## config.mk

```make
export PLATFORM = sky130hd
export DESIGN_NAME = controle_servo_multi
export DESIGN_NICKNAME = d
export VERILOG_FILES = /design/src/rtl/controle_servo_multi_pkg.sv /design/src/rtl/controle_servo_multi_canal_servo.sv /design/src/rtl/controle_servo_multi.sv
export SDC_FILE = /design/constraint.sdc
export NUM_CORES = 1
export LEC_CHECK = 0
export ABC_AREA = 1
export CORE_MARGIN = 2
export CORE_UTILIZATION = 39
export CTS_BUF_LIST = sky130_fd_sc_hd__clkbuf_8
export DETAILED_ROUTE_END_ITERATION = 10
export GPL_TIMING_DRIVEN = 1
export MAX_ROUTING_LAYER = met4
export SETUP_SLACK_MARGIN = 0.05
export SYNTH_ARGS = -nofsm -noshare
export SYNTH_HDL_FRONTEND = slang
export SYNTH_HIERARCHICAL = 1
export SYNTH_SLANG_ARGS = --single-unit
```

## constraint.sdc

```tcl
create_clock -name clock -period 8.6 [get_ports clock]
set_clock_uncertainty 0.2 [all_clocks]
set_input_delay 1.29 -clock clock [delete_from_list [all_inputs] [get_ports clock]]
set_output_delay 1.29 -clock clock [all_outputs]
set_load 0.05 [all_outputs]
```

## src/rtl/controle_servo_multi_pkg.sv

```systemverilog
// Shared timing defaults and elaboration-time helpers for the multi-channel servo controller.
package controle_servo_multi_pkg;

    localparam int PERIODO_PADRAO  = 1_000_000;
    localparam int LARG_MIN_PADRAO = 50_000;
    localparam int LARG_MAX_PADRAO = 100_000;
    localparam int PASSO_PADRAO    = 5_000;

    function automatic int largura_bits(input int valor);
        return (valor > 1) ? $clog2(valor) : 1;
    endfunction

    // Step between adjacent codes; code 1 maps to larg_min, so 2^pos_w-2 intervals remain.
    function automatic int calc_delta(input int larg_min, input int larg_max, input int pos_w);
        return (larg_max - larg_min) / ((1 << pos_w) - 2);
    endfunction

endpackage

```

## src/rtl/controle_servo_multi_canal_servo.sv

```systemverilog
// One servo channel: code-to-width mapping, optional slew limit and the registered PWM compare.
module canal_servo
    import controle_servo_multi_pkg::*;
#(
    parameter int POS_W    = 3,
    parameter int W        = 20,
    parameter int LARG_MIN = LARG_MIN_PADRAO,
    parameter int DELTA    = 8_333,
    parameter int PASSO    = PASSO_PADRAO
) (
    input  logic             clock,
    input  logic             reset,
    input  logic [W-1:0]     contador,
    input  logic             fim_periodo,
    input  logic [POS_W-1:0] codigo,
    input  logic             rampa_en,
    output logic             controle,
    output logic             db_estavel
);

    localparam logic [W-1:0] LARG_MIN_W = W'(LARG_MIN);
    localparam logic [W-1:0] DELTA_W    = W'(DELTA);
    localparam logic [W-1:0] PASSO_W    =
        (longint'(PASSO) >= (longint'(1) << W)) ? '1 : W'(PASSO);

    logic         habilitado, inicializado;
    logic [W-1:0] largura_atual;

    logic         habilitado_prox, inicializado_prox;
    logic [W-1:0] largura_prox, alvo, diferenca;

    always_comb begin
        // NOTE: every comb output gets a default first so no path can infer a latch.
        habilitado_prox   = habilitado;
        inicializado_prox = inicializado;
        largura_prox      = largura_atual;
        diferenca         = '0;
        alvo              = LARG_MIN_W + (W'(codigo) - W'(1)) * DELTA_W;

        if (codigo == '0) begin
            habilitado_prox = 1'b0;
        end else begin
            habilitado_prox   = 1'b1;
            inicializado_prox = 1'b1;
            if (!inicializado || !rampa_en) begin
                largura_prox = alvo;
            end else if (alvo > largura_atual) begin
                diferenca    = alvo - largura_atual;
                largura_prox = largura_atual + ((diferenca > PASSO_W) ? PASSO_W : diferenca);
            end else begin
                diferenca    = largura_atual - alvo;
                largura_prox = largura_atual - ((diferenca > PASSO_W) ? PASSO_W : diferenca);
            end
        end
    end

    // NOTE: the async clear also forces controle low mid-pulse, without waiting for a clock edge.
    always_ff @(posedge clock or negedge reset) begin
        if (!reset) begin
            habilitado    <= 1'b0;
            inicializado  <= 1'b0;
            largura_atual <= '0;
            controle      <= 1'b0;
            db_estavel    <= 1'b0;
        end else begin
            controle <= habilitado && (contador < largura_atual);
            if (fim_periodo) begin
                habilitado    <= habilitado_prox;
                inicializado  <= inicializado_prox;
                largura_atual <= largura_prox;
                db_estavel    <= habilitado_prox && (largura_prox == alvo);
            end
        end
    end

endmodule

```

## src/rtl/controle_servo_multi.sv

```systemverilog
// Multi-channel servo PWM: one shared period counter driving N_CH independent channels.
module controle_servo_multi
    import controle_servo_multi_pkg::*;
#(
    parameter int N_CH     = 4,
    parameter int POS_W    = 3,
    parameter int PERIODO  = PERIODO_PADRAO,
    parameter int LARG_MIN = LARG_MIN_PADRAO,
    parameter int LARG_MAX = LARG_MAX_PADRAO,
    parameter int PASSO    = PASSO_PADRAO
) (
    input  logic                    clock,
    input  logic                    reset,
    input  logic [N_CH*POS_W-1:0]   posicao,
    input  logic                    rampa_en,
    output logic [N_CH-1:0]         controle,
    output logic [N_CH-1:0]         db_estavel,
    output logic                    fim_periodo
);

    localparam int           W      = largura_bits(PERIODO);
    localparam int           DELTA  = calc_delta(LARG_MIN, LARG_MAX, POS_W);
    localparam logic [W-1:0] ULTIMO = W'(PERIODO - 1);

    logic [W-1:0] contador;

    always_ff @(posedge clock or negedge reset) begin
        if (!reset) begin
            contador <= '0;
        end else if (contador == ULTIMO) begin
            contador <= '0;
        end else begin
            contador <= contador + W'(1);
        end
    end

    assign fim_periodo = (contador == ULTIMO);

    for (genvar i = 0; i < N_CH; i++) begin : g_canal
        canal_servo #(
            .POS_W   (POS_W),
            .W       (W),
            .LARG_MIN(LARG_MIN),
            .DELTA   (DELTA),
            .PASSO   (PASSO)
        ) u_canal (
            .clock      (clock),
            .reset      (reset),
            .contador   (contador),
            .fim_periodo(fim_periodo),
            .codigo     (posicao[i*POS_W +: POS_W]),
            .rampa_en   (rampa_en),
            .controle   (controle[i]),
            .db_estavel (db_estavel[i])
        );
    end

endmodule

```

==> results by group, run 1 <==
Outcome
  • Outcome: finished with violations
  • Failing checks: setup timing

Synthesis
  • Largest family of logic cells by synthesized area: simple AND/OR/NAND/NOR gates
  • Prevailing post-synth register cell: dfrtp_1
  • Post-synthesis sequential area ratio: 0.1063
  • Post-synth EDFFs: 0
  • Syn Area/Cell: 6.133 µm²
  • Mux contribution to synthesized area: 0
  • Synth Area in XOR/XNOR: 0.07403
  • Post-Synth Simple-Gate Area: 0.3517
  • Synth area leader: ha_1
  • Top post-synthesis cells by area: ha_1 17%, nand2_1 17%, dfrtp_1 11%, inv_1 8.6%, xor2_1 5.7%
  • Synthesized area: 27310 µm²
  • Count of different cell masters after synthesis: 73
  • Syn nets: 4877
  • Synth Area in Compound Gates: 0.1640
  • Yosys warnings: 6
  • Synth Instances: 4453
  • Post-synthesis adder-cell area fraction: 0.1951
  • FFs w/ async S/R, synth: 1.000
  • FF+latch count, synth: 116
  • Post-synth top area share: 0.1745
  • Synth cell count leaders: 1230 x nand2_1, 626 x inv_1, 381 x ha_1
  • Most numerous cell in the Yosys netlist: nand2_1

Final layout
  • Net count, final: 5882
  • Final instance area: 40770 µm²
  • Share of layout cells above drive strength 1: 0.3687
  • Post-layout util: 0.5853
  • Post-Layout Cell Count: 6415
  • Area growth syn-to-layout: 49.29%
  • Fillers: 6623

Floorplan
  • Die width: 268.6 µm
  • IO Pins: 24
  • Core area: 69660 µm²
  • Rows: 97
  • Starting Density: 0.3921
  • Die H: 268.6 µm
  • Die ar.: 72160 µm²

Timing
  • Worst Max-Slew Pin Slew: 1.000 ns
  • Fmax: 0.1154 GHz
  • RSZ-0062 raised after global routing: true
  • Tcrit/Tclk final: 1.008
  • Fin. Hold Viols: 0
  • Hold Worst Slack: 0.2742 ns
  • Max-slew headroom: 0.3326
  • # setup viols final: 2
  • Minimum clock period: 8.666 ns
  • Max-slew violation count: 0
  • Fin worst setup slack: -0.06611 ns

Detailed routing
  • Vias/cell: 5.134
  • Final ANT Viol Nets: 0
  • Detailed Route Iter0 Violations: 2237
  • DRT Pass-1 Iters: 6
  • Via count: 32940
  • Avg WL per Cell: 16.33 µm
  • WL final: 104800 µm
  • DRC Markers: 0

Setup path
  • Setup crit end kind: register
  • Worst r2r src: g_canal[0].u_canal/largura_atual[3]
  • R2R depth: 38
  • CP endpoint: g_canal[2].u_canal/db_estavel
  • Reg2Reg Capture Point: g_canal[0].u_canal/db_estavel
  • Setup CP Type: input port to register
  • Critical Path Slowest Stage Cell: fa_1
  • Most frequent CP cell: nand2_2
  • Worst path max stage delay: 0.54 ns
  • Required time worst endpoint: 8.87 ns
  • Crit path arrival time: 8.93 ns
  • CP Max Fanout: 5
  • Register-to-register setup slack: 2.38 ns
  • Worst Setup SP: posicao[6]
  • Startpoint types: input port

CTS
  • CTS Sinks: 116
  • Clock transition at path regs: 0.09 ns
  • Clock Tree Buf Depth: 2
  • H-tree levels: 4
  • Hold-fix buffers, CTS: 0
  • Clock Latency Late Sink: 0.53 ns
  • CTS Buf Count: 17
  • CTS root buf: clkbuf_8
  • CTS tree: yes

Global routing
  • First-pass GRT wire length: 160200 µm
  • Largest net degree at the start of global routing: 60
  • Initial antenna violation count: 1
  • Vias in the first global route: 30900
  • Total congestion overflow: 0
  • Total track usage: 0.2877

Pwr
  • Pleak: 21.04 nW
  • P per Cell Area: 241.1 nW/µm²
  • Sw Pwr: 5.064 mW
  • Clock power frac: 0.058
  • Cell internal pwr: 4.765 mW
  • Maximum vdd drop: 178.3 µV
  • Reg power frac: 0.073
  • Sw Ratio: 0.5152
  • Comb power frac: 0.869

Hold path
  • Hold depth: 1
  • Hold/Removal Path Class: register to register

Place
  • Placed cell count: 6253
  • Gp weighted congestion: 1.005
  • Hpwl dp: 82400 µm
  • IO buf count: 23
  • Area post-placement: 35800 µm²
  • Setup slack at placement: -1.625 ns

Run
  • Max Cap Viol: 0
==> layout by cell type (no fill, tap or decap), drive strengths merged, types with 4 or more instances in the layout <==
master	Yosys	routed
inv	680	688
or2	26	26
xor2	192	192
o211ai	43	43
dfrtp	116	116
nor3	55	55
xnor2	26	26
o221ai	10	10
o21a	11	11
a21boi	11	11
ha	381	381
clkinv	10	12
a21o	15	15
a31oi	23	23
buf	46	1048
o21ai	259	259
diode	0	4
clkinvlp	0	4
nand3	304	304
o22ai	36	36
a211oi	12	12
nor2	401	401
a221oi	8	8
nand3b	22	22
clkbuf	31	22
o21bai	24	24
o311ai	6	6
nand2	1291	1291
a22oi	5	5
o31ai	7	7
nand4	72	72
a21oi	277	277
fa	28	28
clkdlybuf4s50	0	10
==> worst min-delay path by stage <==
stage | end | from
global placement | g_canal[1].u_canal/inicializado | g_canal[1].u_canal/inicializado
global route | g_canal[3].u_canal/inicializado | g_canal[3].u_canal/inicializado
floorplan | g_canal[0].u_canal/inicializado | g_canal[0].u_canal/inicializado
detailed placement | g_canal[1].u_canal/inicializado | g_canal[1].u_canal/inicializado
finish | g_canal[1].u_canal/inicializado | g_canal[1].u_canal/inicializado
CTS | g_canal[1].u_canal/inicializado | g_canal[1].u_canal/inicializado
==> flip-flops by register name, summed over array words and instances, names as in the netlist <==
name                           flops
g_canal.u_canal/controle           4
g_canal.u_canal/db_estavel         4
g_canal.u_canal/habilitado         4
g_canal.u_canal/largura_atual     80
contador                          20
g_canal.u_canal/inicializado       4
==> power by group through the flow <==
stage / Combinational, mW / Sequential, mW / Clock, mW
finish: 8.54 / 0.716 / 0.569
global route: 9.32 / 0.726 / 0.595
CTS: 7.76 / 0.701 / 0.578
detailed placement: 7.41 / 0.709 / 0
global placement: 7.37 / 0.707 / 0
floorplan: 4.07 / 0.680 / 0
==> logic make-up after synthesis <==
family,after synthesis
compound gates,761
buf+inv,767
simple gates,2182
xor+xnor,218
flops,116
fa+ha+maj,409
==> critical path, delay by kind of cell <==
family	cells	cell delay, ns
buffers and inverters	7	0.74
adder cells (fa/ha/maj)	7	2.19
XOR/XNOR	3	0.65
AND/OR/NAND/NOR	28	3.07
AO/OA/AOI/OAI	8	0.98
==> routing by layer <==
| layer | GRT usage | wire, µm |
|---|---|---|
| met3 | 0.01735 | 4836 |
| met1 | 0.3786 | 47350 |
| met5 | - | 0 |
| met4 | 0.09354 | 3525 |
| met2 | 0.4711 | 49070 |
==> metrics by stage <==
step	total power, mW	TNS, ns
2_1_floorplan	4.754	-0.03577
3_3_place_gp	8.075	-48.04
3_5_place_dp	8.119	-51.96
5_1_grt	10.64	-3.764
4_1_cts	9.042	-0.2366
6_report	9.829	-0.09952
==> cell type report <==
cell class	instances	area [µm²]	area share
flip-flops and latches	116	2903	0.07119
repair buffers	1063	8167	0.2003
inverters	690	2655	0.06512
well taps	940	1176	0.02885
multi-input cells	3570	25470	0.6247
diodes	4	10.01	0.0002455
clock buffers	17	234.0	0.005738
clock inverters	15	158.9	0.003897
==> what timing repair did <==
item	4_1_cts	5_1_grt
pin swaps	205	393
gates resized for setup	310	615
buffers inserted	71	68
endpoints found under the setup margin	50	44
(Power assumes the default switching activity.)
==> inputs of run 2 (changes only) <==
Settings changed: CORE_ASPECT_RATIO from default to 0.5, GPL_TIMING_DRIVEN 1 to 0.
==> run 2 against run 1 <==
Against the previous run:
- the run still ends with setup timing left
- core utilization fell by 6.3 points
- count of clock-buffer cells in the layout increased by 1
- flip-flop and latch count stayed put
- die area grew 0.18%
- highest routed layer unchanged
==> results by group, run 2 (same netlist as run 1, synthesis figures left out) <==
Floorplan
  • Core area: 69090 µm² (was 69660 µm²)
  • Die ar.: 72290 µm² (was 72160 µm²)
  • Rows: 68 (was 97)
  • Starting Density: 0.3953 (was 0.3921)
  • IO Pins: 24 (unchanged)
  • Die width: 378.3 µm (was 268.6 µm)
  • Die H: 191.1 µm (was 268.6 µm)

Pwr
  • Reg power frac: 0.088 (was 0.073)
  • P per Cell Area: 228.0 nW/µm² (was 241.1 nW/µm²)
  • Pleak: 17.70 nW (was 21.04 nW)
  • Sw Pwr: 4.815 mW (was 5.064 mW)
  • Sw Ratio: 0.5857 (was 0.5152)
  • Overall Power: 8.220 mW (was 9.829 mW)
  • Clock power frac: 0.081 (was 0.058)
  • Comb power frac: 0.830 (was 0.869)
  • Maximum vdd drop: 154.1 µV (was 178.3 µV)
  • Cell internal pwr: 3.406 mW (was 4.765 mW)

Final layout
  • Area growth syn-to-layout: 32.02% (was 49.29%)
  • Fillers: 6867 (was 6623)
  • Final instance area: 36060 µm² (was 40770 µm²)
  • Ant diodes: 0 (was 4)
  • Post-layout util: 0.5219 (was 0.5853)
  • Number of flip-flops under the largest register name: 80 (unchanged)
  • Share of layout cells above drive strength 1: 0.2727 (was 0.3687)
  • Area used by multi-input combinational logic: 26060 µm² (was 25470 µm²)
  • Net count, final: 5164 (was 5882)
  • Most flops, register: g_canal.u_canal/largura_atual (unchanged)
  • Commonest non-fill, non-tap cells in the layout: 1048 x nand2_1, 592 x inv_1, 290 x ha_1 (was 1084 x nand2_1, 1007 x buf_4, 581 x inv_1)
  • Biggest registers after layout: g_canal.u_canal/largura_atual: 80 flops, contador: 20 flops (unchanged)
  • Sequential cell area: 2903 µm² (unchanged)
  • Commonest non-fill, non-tap cell in the layout: nand2_1 (unchanged)
  • Post-Layout Cell Count: 5698 (was 6415)

Setup path
  • Crit path arrival time: 9.25 ns (was 8.93 ns)
  • Startpoint types: input port (unchanged)
  • Worst path max stage delay: 0.51 ns (was 0.54 ns)
  • Required time worst endpoint: 8.84 ns (was 8.87 ns)
  • Setup CP Type: input port to register (unchanged)
  • Most frequent CP cell: nand3_1 (was nand2_2)
  • CP Max Fanout: 6 (was 5)
  • Critical Path Slowest Stage Cell: fa_1 (unchanged)
  • Setup crit end kind: register (unchanged)
  • Register-to-register setup slack: 2.22 ns (was 2.38 ns)

Place
  • Gp weighted congestion: 0.9728 (was 1.005)
  • IO buf count: 23 (unchanged)
  • Setup slack at placement: -3.076 ns (was -1.625 ns)
  • Hpwl dp: 81430 µm (was 82400 µm)
  • Placed cell count: 5422 (was 6253)
  • Area post-placement: 29340 µm² (was 35800 µm²)

CTS
  • CTS Buf Count: 17 (unchanged)
  • Clock Tree Buf Depth: 2 (unchanged)
  • H-tree levels: 4 (unchanged)
  • CTS Sinks: 116 (unchanged)
  • Clock transition at path regs: 0.09 ns (about the same)
  • Clock Latency Late Sink: 0.49 ns (was 0.53 ns)
  • CTS root buf: clkbuf_8 (unchanged)
  • CTS tree: yes (unchanged)

Detailed routing
  • DRC Markers: 0 (unchanged)
  • Detailed Route Iter0 Violations: 2745 (was 2237)
  • DRT Pass-1 Iters: 6 (unchanged)
  • WL final: 105400 µm (was 104800 µm)
  • Final ANT Viol Nets: 0 (unchanged)
  • Avg WL per Cell: 18.50 µm (was 16.33 µm)
  • Via count: 30850 (was 32940)
  • Vias/cell: 5.414 (was 5.134)

Timing
  • Fin worst setup slack: -0.4088 ns (was -0.06611 ns)
  • Worst Max-Slew Pin Slew: 0.8658 ns (was 1.000 ns)
  • Fmax: 0.1110 GHz (was 0.1154 GHz)
  • Minimum clock period: 9.009 ns (was 8.666 ns)
  • Tcrit/Tclk final: 1.048 (was 1.008)
  • Max-slew violation count: 0 (unchanged)
  • Hold Worst Slack: 0.2732 ns (was 0.2742 ns)
  • # setup viols final: 10 (was 2)
  • Setup_tns: -1.787 ns (was -0.09952 ns)
  • Fin. Hold Viols: 0 (unchanged)
  • RSZ-0062 raised after global routing: true (unchanged)
  • Max-slew headroom: 0.4222 (was 0.3326)

Global routing
  • Total congestion overflow: 0 (unchanged)
  • First-pass GRT wire length: 158500 µm (was 160200 µm)
  • Initial antenna violation count: 0 (was 1)
  • Total track usage: 0.2890 (was 0.2877)
  • Vias in the first global route: 28500 (was 30900)
  • Largest net degree at the start of global routing: 85 (was 60)

Outcome
  • Outcome: finished with violations (unchanged)
  • Failing checks: setup timing (unchanged)

Hold path
  • Hold/Removal Path Class: register to register (unchanged)

Run
  • Max Cap Viol: 0 (unchanged)
-- run 2: cell types whose count changed in the layout (fill, tap and decap cells not counted), moves of 8 or more --
cell	previous run	this run
buf_2	2	20
buf_6	33	23
inv_2	85	77
inv_6	10	2
nand2_1	1084	1048
a21oi_4	12	27
a21oi_2	89	72
nand2_2	172	195
buf_12	2	15
nand2_4	35	45
xor2_4	17	28
inv_1	581	592
buf_4	1007	232
clkbuf_1	0	27
-- run 2: worst paths after layout --
check                                               startpoint                                   end  cells after the start
setup reg to reg           g_canal[2].u_canal/largura_atual[1]         g_canal[2].u_canal/db_estavel                     33
hold reg to reg                g_canal[0].u_canal/inicializado       g_canal[0].u_canal/inicializado                      1
setup / recovery                                    posicao[6]         g_canal[2].u_canal/db_estavel                     47
hold / removal                 g_canal[0].u_canal/inicializado       g_canal[0].u_canal/inicializado                      1
max in group asynchronous                                reset  g_canal[0].u_canal/largura_atual[17]                      2
min in group asynchronous                                reset   g_canal[3].u_canal/largura_atual[0]                      1
-- run 2: per-layer routing --
| layer | global-route usage | share of wire | up-vias |
|---|---|---|---|
| met3 | 0.03905 | 0.077 | 108 |
| li1 | - | - | 15110 |
| met1 | 0.4184 | 0.48 | 14590 |
| met4 | 0.06329 | 0.017 | 0 |
| met2 | 0.4229 | 0.42 | 1048 |
| met5 | - | 0 | - |
-- run 2: area by class of cell --
type / instances / share of cell area
clock inverter: 14 / 0.006524
multi-input combinational: 3570 / 0.7228
buffer: 75 / 0.01322
inverter: 690 / 0.07464
tap: 945 / 0.03279
sequential: 116 / 0.08051
clock buffer: 18 / 0.006871
timing repair buffer: 270 / 0.06263
-- run 2: worst max-delay path: cells and delay by family --
family,cells,cell delay (ns)
fa+ha+maj,8,2.64
simple gates,18,2.30
compound gates,9,1.27
xor+xnor,4,0.82
buf+inv,8,0.91
-- run 2: what timing repair did --
item / 4_1_cts / 5_1_grt
hold buffers: 0 / 0
endpoints found under the setup margin: 83 / 50
gates resized for setup: 528 / 517
setup buffers: 171 / 75
pin swaps: 291 / 289
gates cloned: 0 / 0
-- run 2: power groups by stage --
stage          combinational, mW  sequential, mW  clock [mW]
2_1_floorplan               4.07           0.680           0
3_3_place_gp                5.33           0.710           0
3_5_place_dp                5.36           0.712           0
4_1_cts                     5.99           0.709       0.675
5_1_grt                     7.46           0.732       0.697
6_report                    6.83           0.727       0.667
